$ cat src/rtl/bus_timer.sv
// Memory-mapped prescaled timer with compare match, auto-reload and a write-1-to-clear match flag.
// Reads are combinational, writes land on the rising edge, and the bus never stalls.
`timescale 1ns/1ps
module bus_timer (
  input  logic        clk,
  input  logic        reset,
  input  logic        busSel,
  input  logic        busWe,
  input  logic [31:0] busAddr,
  input  logic [2:0]  strb,
  input  logic [31:0] busWData,
  output logic [31:0] busRData,
  output logic        irq
);

  localparam logic [2:0] REG_CTRL   = 3'd0;
  localparam logic [2:0] REG_PSC    = 3'd1;
  localparam logic [2:0] REG_CMP    = 3'd2;
  localparam logic [2:0] REG_CNT    = 3'd3;
  localparam logic [2:0] REG_STATUS = 3'd4;

  logic [2:0]  ctrl;
  logic [15:0] psc;
  logic [31:0] cmp;
  logic [31:0] cnt;
  logic        match;
  logic [15:0] pcnt;

  logic [3:0]  be;
  logic [31:0] wmask;
  logic [2:0]  rsel;
  logic        wr;
  logic        wr_ctrl, wr_psc, wr_cmp, wr_cnt, wr_status;
  logic        en, tick, cnt_hit, match_set, match_clr;
  logic        unused_bits;

  assign unused_bits = ^{busAddr[31:5], strb[2]};

  always_comb begin
    be = 4'b0000;
    case (strb[1:0])
      2'b00:   be = 4'b0001 << busAddr[1:0];
      2'b01:   be = busAddr[1] ? 4'b1100 : 4'b0011;
      2'b10:   be = 4'b1111;
      default: be = 4'b0000;
    endcase
  end

  assign wmask = {{8{be[3]}}, {8{be[2]}}, {8{be[1]}}, {8{be[0]}}};
  assign rsel  = busAddr[4:2];
  assign wr    = busSel & busWe;

  assign wr_ctrl   = wr && (rsel == REG_CTRL);
  assign wr_psc    = wr && (rsel == REG_PSC);
  assign wr_cmp    = wr && (rsel == REG_CMP);
  assign wr_cnt    = wr && (rsel == REG_CNT);
  assign wr_status = wr && (rsel == REG_STATUS);

  assign en        = ctrl[0];
  assign tick      = en && (pcnt == psc);
  assign cnt_hit   = (cnt == cmp);
  assign match_set = tick && cnt_hit;
  assign match_clr = wr_status && be[0] && busWData[0];

  always_ff @(posedge clk or negedge reset) begin
    if (!reset) begin
      ctrl  <= '0;
      psc   <= '0;
      cmp   <= '0;
      cnt   <= '0;
      match <= 1'b0;
      pcnt  <= '0;
    end else begin
      if (wr_ctrl) ctrl <= (ctrl & ~wmask[2:0]) | (busWData[2:0] & wmask[2:0]);
      if (wr_psc)  psc  <= (psc & ~wmask[15:0]) | (busWData[15:0] & wmask[15:0]);
      if (wr_cmp)  cmp  <= (cmp & ~wmask) | (busWData & wmask);

      // A bus write to CNT wins over the tick and restarts the prescaler phase.
      if (wr_cnt) begin
        cnt  <= (cnt & ~wmask) | (busWData & wmask);
        pcnt <= '0;
      end else begin
        if (tick) cnt <= (cnt_hit && ctrl[1]) ? 32'h0 : cnt + 32'h1;
        if (en)   pcnt <= tick ? 16'h0 : pcnt + 16'h1;
      end

      if (match_set)      match <= 1'b1;
      else if (match_clr) match <= 1'b0;
    end
  end

  assign irq = match & ctrl[2];

  always_comb begin
    busRData = 32'h0;
    if (busSel) begin
      case (rsel)
        REG_CTRL:   busRData = {29'h0, ctrl};
        REG_PSC:    busRData = {16'h0, psc};
        REG_CMP:    busRData = cmp;
        REG_CNT:    busRData = cnt;
        REG_STATUS: busRData = {31'h0, match};
        default:    busRData = 32'h0;
      endcase
    end
  end

endmodule
$ cat config.mk
export PLATFORM = sky130hd
export DESIGN_NAME = bus_timer
export DESIGN_NICKNAME = d
export VERILOG_FILES = /design/src/rtl/bus_timer.sv
export SDC_FILE = /design/constraint.sdc
export NUM_CORES = 1
export LEC_CHECK = 0
export BUFFER_PORTS_ARGS = -buffer_cell sky130_fd_sc_hd__buf_2
export CAP_MARGIN = 15
export CORE_MARGIN = 2
export CORE_UTILIZATION = 35
export DETAILED_ROUTE_END_ITERATION = 6
export GPL_TIMING_DRIVEN = 0
export PLACE_DENSITY = 0.56
export RECOVER_POWER = 100
export REMOVE_ABC_BUFFERS = 1
export SYNTH_ARGS = -nofsm -noshare
export SYNTH_HDL_FRONTEND = slang
export SYNTH_SLANG_ARGS = --single-unit
$ cat constraint.sdc
create_clock -name clk -period 2.2 [get_ports clk]
set_input_delay 0.11 -clock clk [delete_from_list [all_inputs] [get_ports clk]]
set_output_delay 0.11 -clock clk [all_outputs]
set_load 0.01 [all_outputs]
==> results by group <==
Run status
  – Run status: finished, violations left
  – Violations in the final reports: setup timing

Place
  – Port Buffers: 75
  – Routability cong.: 0.880
  – Dpl cells: 944
  – HPWL after DPL: 14.4 mm

Synthesis
  – Most common cell in the synthesized netlist: sky130_fd_sc_hd__dfrtp_1
  – Library cell occupying the most area in the post-synthesis netlist: sky130_fd_sc_hd__dfrtp_1
  – Largest family of logic cells by synthesized area: simple AND/OR/NAND/NOR gates
  – Share of synthesized registers carrying an async set or reset: 100%
  – Count of mapped cells out of synthesis: 669
  – Share of cell area taken by muxes after synthesis: 16.2%
  – Complex-gate fraction of the synthesized area: 13.7%
  – Number of synthesized flops with an enable pin: 0
  – Arithmetic-cell share of the synthesized area counting full adders, half adders and majority gates: 0.381%
  – Xor and xnor area share after synthesis: 7.74%
  – Yosys warning count: 0
  – Sequential cell area fraction in the yosys report: 38.1%
  – Top post-synthesis cells by area: sky130_fd_sc_hd__dfrtp_1 38%, sky130_fd_sc_hd__mux2_2 11%, sky130_fd_sc_hd__xnor2_1 5.3%
  – Synth cell count leaders: 100 x sky130_fd_sc_hd__dfrtp_1, 70 x sky130_fd_sc_hd__nor2_1, 67 x sky130_fd_sc_hd__mux2_2, 40 x sky130_fd_sc_hd__nand2_1, 40 x sky130_fd_sc_hd__xnor2_1
  – Simple-gate share of the synthesized area: 19.9%
  – Yosys reg bits: 100
  – Fraction of post-synthesis cell area in the top cell type by area: 38.1%
  – Netlist cell types: 68
  – Main flop type after synthesis: sky130_fd_sc_hd__dfrtp_1
  – Syn_area_per_cell: 9.81 um^2
  – Netlist Area Pre-Place: 6560 um^2

Cells and area
  – Number of standard cells in the layout, taps in and fillers out: 1013
  – NumNets Final: 847
  – Synth-to-Final Area Change: 24.8%
  – Fraction of layout instances using a drive strength above 1: 35.2%
  – Count of inserted antenna diode cells: 0

Setup path
  – Startpoint type of the worst setup path: register
  – Bufs and invs on worst path: 2
  – Worst-path cell chain: xnor2_2 > nand4_1 > nor4_4 > buf_4 > a31o_4 > buf_6 > o21ai_2 > a221o_1
  – Crit end category: register
  – R2R depth: 8
  – Number of stages on the worst setup path: 8
  – Critical path class: reg -> reg
  – Worst-path fanout max: 6
  – Slowest-stage cell, CP: sky130_fd_sc_hd__dfrtp_1
  – Data arrival time of the worst path: 2.48 ns
  – Biggest cell delay along the critical path: 0.43 ns
  – Largest delay contributor family on the critical path: compound AO/OA/AOI/OAI gates
  – Worst EP required: 2.44 ns

STA
  – Final Slew Violations: 0
  – Final worst path period need: 2.24 ns
  – Final-layout setup total negative slack: -0.136 ns
  – Fin Clk Skew: 0.0113 ns
  – Worst-Margin Slew: 1.13 ns
  – Final clock period utilization by the worst path: 102%
  – Setup repair after global routing missed its margin: true
  – Number of setup violations in the final report: 7
  – Final hold violation count: 0
  – Max transition margin: 22.4%
  – Achievable Freq: 447 MHz
  – Final setup slack of the worst path: -0.0390 ns

Global routing
  – Grt ovf: 0
  – First-pass GRT wire length: 32.1 mm
  – Number of global-route vias before repair: 5764
  – Maximum number of pins on one net before global-route repair: 64
  – Antenna violations before repair: 0
  – Global Route Usage Sum: 20.7%

Clock tree
  – CTS clock-pin slew for the worst setup and hold paths: 0.07 ns
  – Clock insertion delay at the later pin of the skew report: 0.36 ns
  – Clock root cell: sky130_fd_sc_hd__clkbuf_16
  – CTS tree: yes
  – Number of buffers created by CTS: 9
  – Htree depth: 3
  – CTS max path bufs: 2
  – # clock sinks: 100

Power and ir drop
  – Areal power density over the cells: 724 nW/um^2
  – IR drop worst, VDD: 0.347 mV
  – Int Pwr: 0.00395 W
  – Combinational cell fraction of total power: 27.9%
  – Leakage power figure: 3.50 nW
  – Power consumption: 0.00593 W
  – NetSw: 0.00198 W
  – Flop pwr share: 45.2%
  – Switching fraction of total power: 33.4%
  – Relative contribution of the clock network to total power: 26.9%

Hold path
  – Worst hold path depth: 2
  – Class of the tightest hold or removal check: in -> reg

Drt
  – Routed wire length: 20.5 mm
  – Via density: 5.72
  – DRC violations left: 0
  – DR iter-0 viols: 417
  – Number of detailed-route iterations in the first pass: 5
  – Via Count: 5797
  – ANT nets after route: 0
  – Routed length per instance: 20.3 um

Floorplan
  – Die extent in y: 141 um
  – Cell Rows: 50
  – Ports: 104
  – Starting utilization of the core area: 35.3%
  – Die extent in x: 141 um
  – Die ar.: 19900 um^2
  – Core Region: 18600 um^2

Run
  – Number of maximum-capacitance violations: 0
worst register-to-register path: cells and delay by family (launching register included):
kind,cells,cell delay [ns]
AO/OA/AOI/OAI,3,0.62
flip-flops,1,0.43
XOR/XNOR,1,0.23
AND/OR/NAND/NOR,2,0.52
buffers and inverters,2,0.33
metal layers:
metal	vias to the layer above	track usage, %	part of all wire (%)
met2	228	33.3	48
met4	0	6.42	1.8
li1	2670	-	-
met3	33	4.31	5.7
met5	-	0	0
met1	2866	28.0	45
cell type report:
type                            instances  area, um^2
Inverter                               12        45.0
Clock buffer                           11         233
Fill cell                            1782       10400
Tap cell                              234         293
Sequential cell                       100        2530
Clock inverter                          5        52.6
Timing Repair Buffer                  129         838
Multi-Input combinational cell        522        4200
repair_timing:
action                                  in CTS  in global routing
gates cloned                                 2                  0
setup buffers                               17                 30
endpoints found under the setup margin      69                 29
gates resized for setup                     64                 42
hold buffers                                 4                  0
pin swaps                                   18                 26
endpoints found under the hold margin       40                  0
worst paths after layout:
path                         startpoint                          to  slack [ns]
min in group asynchronous         reset  asynchronous set/reset pin        0.47
max in group asynchronous         reset                    pcnt[13]        0.84
min                        busWData[19]                    register        0.01
max                            register                    register       -0.04
min reg2reg                    register                    register        0.55
max reg2reg                    register                    register       -0.04
placed cells by master, fill, tap and decap left out, types with 6 or more instances in the layout:
cell type                    n
sky130_fd_sc_hd__a21o_1      6
sky130_fd_sc_hd__a21oi_1     6
sky130_fd_sc_hd__a221o_1     9
sky130_fd_sc_hd__a22oi_1    16
sky130_fd_sc_hd__and2_1      7
sky130_fd_sc_hd__and3_1     15
sky130_fd_sc_hd__buf_2      44
sky130_fd_sc_hd__buf_4      38
sky130_fd_sc_hd__buf_6       7
sky130_fd_sc_hd__clkbuf_1   32
sky130_fd_sc_hd__clkbuf_16   9
sky130_fd_sc_hd__dfrtp_1    76
sky130_fd_sc_hd__dfrtp_2    24
sky130_fd_sc_hd__inv_1      12
sky130_fd_sc_hd__mux2_2     67
sky130_fd_sc_hd__mux2i_1    26
sky130_fd_sc_hd__nand2_1    38
sky130_fd_sc_hd__nand3_1    14
sky130_fd_sc_hd__nand4_1    21
sky130_fd_sc_hd__nor2_1     68
sky130_fd_sc_hd__nor3_1      8
sky130_fd_sc_hd__nor4_1      6
sky130_fd_sc_hd__nor4_4      7
sky130_fd_sc_hd__o21ai_0    31
sky130_fd_sc_hd__xnor2_1    20
sky130_fd_sc_hd__xnor2_2    18
sky130_fd_sc_hd__xor2_1     17
kinds of logic after synthesis:
group	Yosys count
XOR/XNOR	58
multiplexers	95
adder cells (fa/ha/maj)	2
AO/OA/AOI/OAI	127
buffers and inverters	49
flip-flops	100
AND/OR/NAND/NOR	238
power groups by stage:
stage	combinational (W)	clock, W	sequential, W
after floorplan	0.000954	0	0.00252
after global placement	0.00134	0	0.00263
after detailed placement	0.00136	0	0.00265
after CTS	0.00154	0.00163	0.00266
after global routing	0.00179	0.00169	0.00274
final	0.00165	0.00160	0.00268
metrics by stage:
stage	worst slack, ns	hold slack [ns]	util [%]	cell area [um^2]
after global placement	-1.67	0.363	37.7	7010
after global routing	-0.0888	0.0106	44.1	8190
final	-0.0390	0.0139	44.1	8190
after detailed placement	-1.36	0.126	38.1	7090
after floorplan	-0.0336	-0.186	-	6340
after CTS	0.00170	0.00486	42.3	7860
No activity file was read; power rests on OpenSTA's default activity.
